==> config.mk <==
export PLATFORM = sky130hd
export DESIGN_NAME = ram_bus_arbiter
export DESIGN_NICKNAME = d
export VERILOG_FILES = /design/src/rtl/ram_bus_arbiter.sv
export SDC_FILE = /design/constraint.sdc
export NUM_CORES = 1
export LEC_CHECK = 0
export CORE_AREA = 2 2 128 130
export DETAILED_ROUTE_END_ITERATION = 6
export DIE_AREA = 0 0 130 132
export SLEW_MARGIN = 10
export SYNTH_ARGS = -nofsm -noshare
export SYNTH_HDL_FRONTEND = slang
export SYNTH_SLANG_ARGS = --single-unit
export TNS_END_PERCENT = 100
==> constraint.sdc <==
create_clock -name clk -period 3.59 [get_ports clk]
set_input_delay 0.359 -clock clk [delete_from_list [all_inputs] [get_ports clk]]
set_output_delay 0.359 -clock clk [all_outputs]
set_load 0.02 [all_outputs]
==> src/rtl/ram_bus_arbiter.sv <==
// ram_bus_arbiter: two-master / one-slave data-memory arbiter (core priority, starvation slot, m1 lock)
// Rev 1.0
`default_nettype none

module ram_bus_arbiter #(
    parameter int AW         = 32,
    parameter int DW         = 32,
    parameter int STARVE_MAX = 4
) (
    input  logic          clk,
    input  logic          rst_n,
    input  logic          m0_req_i,
    input  logic          m0_we_i,
    input  logic [AW-1:0] m0_addr_i,
    input  logic [DW-1:0] m0_wdata_i,
    output logic          m0_gnt_o,
    output logic [DW-1:0] m0_rdata_o,
    input  logic          m1_req_i,
    input  logic          m1_we_i,
    input  logic          m1_lock_i,
    input  logic [AW-1:0] m1_addr_i,
    input  logic [DW-1:0] m1_wdata_i,
    output logic          m1_gnt_o,
    output logic [DW-1:0] m1_rdata_o,
    output logic          ram_we_o,
    output logic [AW-1:0] ram_waddr_o,
    output logic [DW-1:0] ram_wdata_o,
    output logic [AW-1:0] ram_raddr_o,
    input  logic [DW-1:0] ram_rdata_i
);

    localparam logic [3:0] C_STARVE_MAX = 4'(STARVE_MAX);

    typedef enum logic [0:0] {
        S_CORE   = 1'b0,
        S_M1LOCK = 1'b1
    } state_t;

    state_t     r_state;
    state_t     w_state_nxt;
    logic [3:0] r_wait_cnt;
    logic [3:0] w_wait_nxt;
    logic       w_gnt0;
    logic       w_gnt1;
    logic       w_we;
    logic [AW-1:0] w_addr;
    logic [DW-1:0] w_wdata;

    // In lock, a present m1 request always wins; without it the cycle is arbitrated as in S_CORE.
    always_comb begin
        w_gnt1 = 1'b0;
        w_gnt0 = 1'b0;
        if (m1_req_i && ((r_state == S_M1LOCK) || (r_wait_cnt == C_STARVE_MAX) || !m0_req_i)) begin
            w_gnt1 = 1'b1;
        end else if (m0_req_i) begin
            w_gnt0 = 1'b1;
        end
    end

    always_comb begin
        w_we    = 1'b0;
        w_addr  = m0_addr_i;
        w_wdata = m0_wdata_i;
        if (w_gnt1) begin
            w_we    = m1_we_i;
            w_addr  = m1_addr_i;
            w_wdata = m1_wdata_i;
        end else if (w_gnt0) begin
            w_we    = m0_we_i;
        end
    end

    always_comb begin
        w_state_nxt = r_state;
        w_wait_nxt  = r_wait_cnt;
        if (!m1_req_i || w_gnt1) begin
            w_wait_nxt = 4'd0;
        end else if (r_wait_cnt < C_STARVE_MAX) begin
            w_wait_nxt = r_wait_cnt + 4'd1;
        end
        if (w_gnt1) begin
            w_state_nxt = m1_lock_i ? S_M1LOCK : S_CORE;
        end else if (!m1_req_i) begin
            w_state_nxt = S_CORE;
        end
    end

    always_ff @(posedge clk or negedge rst_n) begin
        if (!rst_n) begin
            r_state    <= S_CORE;
            r_wait_cnt <= 4'd0;
        end else begin
            r_state    <= w_state_nxt;
            r_wait_cnt <= w_wait_nxt;
        end
    end

    // Outputs are gated by rst_n so an asserted reset kills a pending write beat without a clock edge.
    assign m0_gnt_o    = rst_n & w_gnt0;
    assign m1_gnt_o    = rst_n & w_gnt1;
    assign ram_we_o    = rst_n & w_we;
    assign ram_waddr_o = rst_n ? w_addr  : '0;
    assign ram_raddr_o = rst_n ? w_addr  : '0;
    assign ram_wdata_o = rst_n ? w_wdata : '0;
    assign m0_rdata_o  = rst_n ? ram_rdata_i : '0;
    assign m1_rdata_o  = rst_n ? ram_rdata_i : '0;

endmodule

`default_nettype wire
==> flow_metrics.tcl, run 1 <==
set metrics [dict create \
    tritoncts "built" \
    final.setup.tns_ns 0 \
    clock_insertion_delay_worst_skew_ns 0.22 \
    clk_root_buffer_cell "clkbuf_16" \
    clk_pin_slew_worst_paths_ns 0.03 \
    mostFrequentLayoutCells "clkdlybuf4s50_1 (327), nand2_1 (131), mux2i_1 (65), and2_1 (34)" \
    vias 3061 \
    rows 46 \
    critPathLaunchType "register" \
    cell_count_final_fillers_out 809 \
    buffer_ports.inserted 329 \
    fmax_mhz 330 \
    mappedNetlistNets 513 \
    drc_errors 0 \
    post-synth-top-area-cell "mux2i_1" \
    timing.max_slew.rel_slack_pct 72.7 \
    vias_per_cell 3.78 \
    internal_power_mw 0.631 \
    final-max-slew-violation-count 0 \
    seq_power_share_pct 5.9 \
    total_clock_sinks 5 \
    worst_path_largest_cell_delay_ns 0.76 \
    worst_ep_required_time_ns 3.23 \
    timing.critical_path.slowest_stage_cell "clkdlybuf4s50_1" \
    static_leakage_power_nw 2.10 \
    multi_input_area_sq_um 1470 \
    total_switching_power_mw 0.375 \
    synth_cells 344 \
    clock-skew-final_ns 0.000439 \
    rsz0062_at_grt "no" \
    tightest_slew_ns 0.410 \
    ys_top_cells_by_area "mux2i_1 (29%), buf_4 (23%), nand2_1 (22%)" \
    post_cts_hold_buffer_count 0 \
    cp.buffers_inverters 3 \
    worst_hold_path_type "primary input to async pin" \
    place.detailed.hpwl_mm 9.04 \
    setup_violations 0 \
    drt_first_iter_violations 67 \
    final_stage_net_count 763 \
    timing.critical_path.arrival_ns 2.67 \
    floorplan.die_area_sq_um 17200 \
    power.share.switching_pct 37.3 \
    report.final.hold_viol_count 0 \
    drive_gt1_share_pct 2.02 \
    power.share.clock_pct 17.8 \
    grt_first_pass_wirelength_mm 15.2 \
    final.hold.worst_slack_ns 0.345 \
    post-route-period-util_pct 84.4 \
    synth_simple_gate_area_share_pct 33.7 \
    syn_to_final_growth_pct 139 \
    via_count_of_the_first_global_routing_pass 3039 \
    power.density_cell_area_nw_per_um2 189 \
    synthesis.area_per_instance_sq_um 6.46 \
    leftover_overflow_at_the_end_of_global_routing 0 \
    dieWidth_um 130 \
    drt_pass1_iterations 4 \
    final_antenna_net_count 0 \
    crit_fanout 55 \
    synth_area_in_adders_pct 1.13 \
    synth-compound-area-share_pct 1.01 \
    initial_utilization_pct 14.2 \
    critical_path.top_delay_family "buffers and inverters" \
    synth_seq_cells 5 \
    combinationalPowerShare_pct 76.3 \
    path_cells "inv_1 > ha_1 > nand3b_1 > a21boi_4 > buf_12 > mux2i_1 > clkdlybuf4s50_1" \
    cts.repair_timing.setup_buffer_count 0 \
    place.detailed.instances 805 \
    run_status "finished, final reports clean" \
    finalWorstPathRequiredPeriod_ns 3.03 \
    wire_per_inst_um 12.9 \
    floorplan.io_pins 330 \
    cts_inserted_buffers 3 \
    post_cts_resize_count 0 \
    synth_top_area_share_pct 29.3 \
    synth_seq_area_share_pct 5.63 \
    max_cap_violations 0 \
    vdd_drop_max_uv 112 \
    core_region_area_sq_um 15700 \
    antenna_violations_before_repair 0 \
    cp-end-kind "output port" \
    synth_warnings 0 \
    seqCellArea_sq_um 125 \
    grt_usage_pct 10.9 \
    dominant_combinational_cell_family_by_area_after_synthesis "simple AND/OR/NAND/NOR gates" \
    die_height_um 132 \
    route.final.wire_length_mm 10.4 \
    n_antenna_cell 0 \
    fill_cells 1621 \
    clock_path_buffers 2 \
    grt_max_degree 91 \
    utilization_pct 33.9 \
    muxShareOfSynthArea_pct 29.3 \
    synth_cell_type_count 19 \
    synthXorXnorAreaFrac_pct 0.394 \
    critPathKind "register to output port" \
    most_common_cell_after_layout_fill_and_taps_aside "clkdlybuf4s50_1" \
    h-tree-depth 1 \
    gpl.final_weighted_congestion 0.777 \
    synthesis.area_sq_um 2220 \
]
sequential cells by signal (all words and copies together), names as in the netlist:
name	count
r_wait_cnt	4
r_state	1
Yosys cell counts:
master	n
clkbuf_1	18
buf_6	1
nor2_1	5
a21boi_1	1
inv_1	3
nand2_1	131
a21oi_1	2
buf_8	1
nand3b_1	1
o21ai_0	1
buf_12	1
buf_4	69
mux2i_1	65
dfrtp_1	5
and2_1	34
xnor2_1	1
and2b_1	1
ha_1	2
nand3_1	2
worst reg2reg max path: stages (launching register included):
cell	delay, ns
dfrtp_1	0.40
inv_1	0.07
ha_1	0.14
nand3b_1	0.14
a21boi_4	0.22
buf_12	0.30
and2_1	0.19
power groups by stage:
stage | clock network, mW | registers (mW) | logic [mW]
final | 0.179 | 0.0594 | 0.767
after global placement | 0 | 0.0598 | 0.773
after global routing | 0.184 | 0.0596 | 0.815
after floorplan | 0 | 0.0597 | 0.382
after detailed placement | 0 | 0.0600 | 0.775
after CTS | 0.183 | 0.0594 | 0.779
final cells by class:
type | instances | share of cell area (%)
sequential | 5 | 2.35
inverter | 3 | 0.212
tap | 216 | 5.08
timing repair buffer | 335 | 63.3
multi-input combinational | 246 | 27.6
clock buffer | 4 | 1.48
per-layer routing:
metal | track usage [%] | share of wire (%)
met5 | 0 | 0
met4 | 2.21 | 1.3
met3 | 2.56 | 10
met2 | 21.8 | 52
met1 | 11.3 | 37
cell families after synthesis:
kind of cell | count (synthesis)
fa+ha+maj | 2
compound gates | 4
simple gates | 174
xor+xnor | 1
mux | 65
flops | 5
buf+inv | 93
stage by stage:
stage	power (mW)	cell area [sq um]	setup slack, ns
after floorplan	0.442	2220	1.38
after global placement	0.833	5240	0.601
after detailed placement	0.835	5240	0.538
after CTS	1.02	5320	0.502
after global routing	1.06	5320	0.341
final	1.01	5320	0.559
worst paths after layout:
path | start | endpoint | slack, ns | depth (start not counted)
worst max register to register | r_wait_cnt[0]$_DFFE_PN0P_ | r_state$_DFFE_PN0N_ | 2.06 | 6
max in group asynchronous | rst_n | r_state$_DFFE_PN0N_ | 3.11 | 2
worst min register to register | r_wait_cnt[2]$_DFFE_PN0P_ | r_wait_cnt[2]$_DFFE_PN0P_ | 0.54 | 2
worst max-delay path | r_wait_cnt[0]$_DFFE_PN0P_ | ram_waddr_o[12] | 0.56 | 7
min in group clk | r_wait_cnt[2]$_DFFE_PN0P_ | r_wait_cnt[2]$_DFFE_PN0P_ | 0.54 | 2
worst min-delay path | rst_n | r_wait_cnt[3]$_DFFE_PN0P_ | 0.34 | 2
Power figures use the tool's default switching activity.
==> inputs of run 2 (changes only) <==
--- a/config.mk
+++ b/config.mk
@@ -5,9 +5,9 @@
 export SDC_FILE = /design/constraint.sdc
 export NUM_CORES = 1
 export LEC_CHECK = 0
-export CORE_AREA = 2 2 128 130
+export CORE_AREA = 2 2 127 129
 export DETAILED_ROUTE_END_ITERATION = 6
-export DIE_AREA = 0 0 130 132
+export DIE_AREA = 0 0 129 131
 export SLEW_MARGIN = 10
 export SYNTH_ARGS = -nofsm -noshare
 export SYNTH_HDL_FRONTEND = slang
==> constraint.sdc (replaced) <==
create_clock -name clk -period 2.5 [get_ports clk]
set_input_delay 0.25 -clock clk [delete_from_list [all_inputs] [get_ports clk]]
set_output_delay 0.25 -clock clk [all_outputs]
set_load 0.02 [all_outputs]
==> run 2 against run 1 <==
  * Critical path depth increased by 1
  * Routed wire length up 9.5%
  * Critical endpoint is now ram_raddr_o[18]
  * The flow now finishes with violations (setup timing)
  * Clock skew is 0.0025 ns higher
==> flow_metrics.tcl, run 2 (synthesized netlist as in run 1, its figures left out) <==
set metrics [dict create \
    antenna_violations_before_repair 0 \
    worst_hold_path_type "primary input to async pin" \
    timing.rr.start "r_wait_cnt[1]$_DFFE_PN0P_" \
    timing.max_slew.rel_slack_pct 81.3 \
    rows 46 \
    cts_inserted_buffers 3 \
    timing.critical_path.arrival_ns 2.25 \
    cp-end-kind "output port" \
    via_count_of_the_first_global_routing_pass 3105 \
    crit_fanout 14 \
    run_status "complete, but fails checks" \
    power.density_cell_area_nw_per_um2 268 \
    grt_first_pass_wirelength_mm 15.8 \
    die_height_um 131 \
    critPathKind "register to output port" \
    critPathLaunchType "register" \
    top_regs "r_wait_cnt: 4 flops, r_state: 1 flops" \
    timing.critical_path.slowest_stage_cell "dfrtp_1" \
    overall_power_after_layout_mw 1.39 \
    post_cts_hold_buffer_count 0 \
    timing.critical_path.from "r_wait_cnt[1]$_DFFE_PN0P_" \
    critical_path.top_delay_family "buffers and inverters" \
    syn_to_final_growth_pct 134 \
    drt_first_iter_violations 82 \
    h-tree-depth 1 \
    m1WireLength_mm 4.13 \
    place.detailed.hpwl_mm 9.70 \
    buffer_ports.inserted 329 \
    final_antenna_net_count 0 \
    rsz0062_at_grt "yes" \
    report.final.hold_viol_count 0 \
    setup_violations 2 \
    drive_gt1_share_pct 14.3 \
    final_stage_net_count 777 \
    tritoncts "built" \
    clk_pin_slew_worst_paths_ns 0.03 \
    vias_per_cell 3.81 \
    core_region_area_sq_um 15600 \
    initial_utilization_pct 14.3 \
    final.hold.worst_slack_ns 0.135 \
    clock-skew-final_ns 0.00295 \
    floorplan.io_pins 330 \
    leftover_overflow_at_the_end_of_global_routing 0 \
    grt_max_degree 57 \
    static_leakage_power_nw 2.36 \
    met3_wirelength_mm 1.02 \
    clock_insertion_delay_worst_skew_ns 0.23 \
    tightest_slew_ns 0.273 \
    wire_per_inst_um 13.8 \
    largest_register_ffs 4 \
    dieWidth_um 129 \
    worst_path_largest_cell_delay_ns 0.39 \
    registers.top_by_ff_count "r_wait_cnt" \
    cp.buffers_inverters 4 \
    utilization_pct 33.3 \
    final.setup.worst_slack_ns -0.00105 \
    drt_pass1_iterations 4 \
    vdd_drop_max_uv 144 \
    grt_usage_pct 12.0 \
    worst_ep_required_time_ns 2.25 \
    clk_root_buffer_cell "clkbuf_16" \
    gpl.final_weighted_congestion 0.772 \
    maxUsedRoutingLayer "met4" \
    route.final.wire_length_mm 11.4 \
    max_cap_violations 0 \
    mostFrequentLayoutCells "clkdlybuf4s50_1 (230), nand2_1 (131), mux2i_1 (62), clkbuf_2 (49), and2_1 (34)" \
    n_antenna_cell 0 \
    clock_path_buffers 2 \
    fmax_mhz 400 \
    most_common_cell_after_layout_fill_and_taps_aside "clkdlybuf4s50_1" \
    dp_slack_ns -0.191 \
    drc_errors 0 \
    dr_wl_met2_mm 6.03 \
    total_clock_sinks 5 \
    finalWorstPathRequiredPeriod_ns 2.50 \
    failed_checks "setup timing" \
    final-max-slew-violation-count 0 \
    vias 3133 \
    path_cells "inv_1 > ha_1 > nand3b_1 > a21boi_4 > buf_4 > bufbuf_16 > mux2i_1 > dlygate4sd2_1" \
    post-route-period-util_pct 100 \
    floorplan.die_area_sq_um 16900 \
]
[run 2: cell count changes in the layout (fill, tap and decap cells not counted), sizes merged]
cell	before	now
clkdlybuf4s50	327	230
clkbuf	4	53
dlygate4sd2	0	30
buf	8	24
clkdlybuf4s15	0	13
dlymetal6s2s	0	2
bufbuf	0	1
[run 2: timing repair]
item	in CTS	in global routing
gates cloned	1	0
gates resized for setup	117	110
endpoints found under the setup margin	97	69
pin swaps	1	0
buffers inserted	2	0
[run 2: through the flow]
stage | cells | TNS [ns] | instance area (sq um)
final | 823 | -0.00158 | 5190
after global routing | 823 | -0.956 | 5190
after CTS | 823 | -0.264 | 5380
after detailed placement | 816 | -8.14 | 5340
after global placement | 816 | -5.58 | 5340
after floorplan | 344 | 0 | 2220
[run 2: path summary, 6_finish.rpt]
check | to | slack (ns) | cells after the start
min | r_wait_cnt[0]$_DFFE_PN0P_ | 0.13 | 2
min reg2reg | r_wait_cnt[3]$_DFFE_PN0P_ | 0.56 | 2
max | ram_raddr_o[18] | -0.001 | 8
max in group asynchronous | r_wait_cnt[2]$_DFFE_PN0P_ | 2.18 | 2
max reg2reg | r_state$_DFFE_PN0N_ | 1.01 | 7
min in group clk | r_wait_cnt[3]$_DFFE_PN0P_ | 0.56 | 2
[run 2: final cells by class]
class / instances / area (sq um)
Sequential cell: 5 / 125
Tap cell: 216 / 270
Multi-Input combinational cell: 246 / 1480
Timing Repair Buffer: 349 / 3230
Fill cell: 1660 / 10400
Clock buffer: 4 / 78.8
Inverter: 3 / 11.3
[run 2: routing by layer]
layer  vias to the layer above  global-route usage [%]
met2                       204                    23.7
met5                         -                       0
met3                        10                    2.93
met4                         0                    3.20
met1                      1372                    12.5
li1                       1547                       -
[run 2: power breakdown]
group | total, mW | leakage, nW | internal (mW) | switching [mW]
clock network | 0.266 | 0.0382 | 0.212 | 0.0542
registers | 0.0847 | 0.0684 | 0.0836 | 0.00110
logic | 1.04 | 2.25 | 0.543 | 0.500
total | 1.39 | 2.36 | 0.838 | 0.556
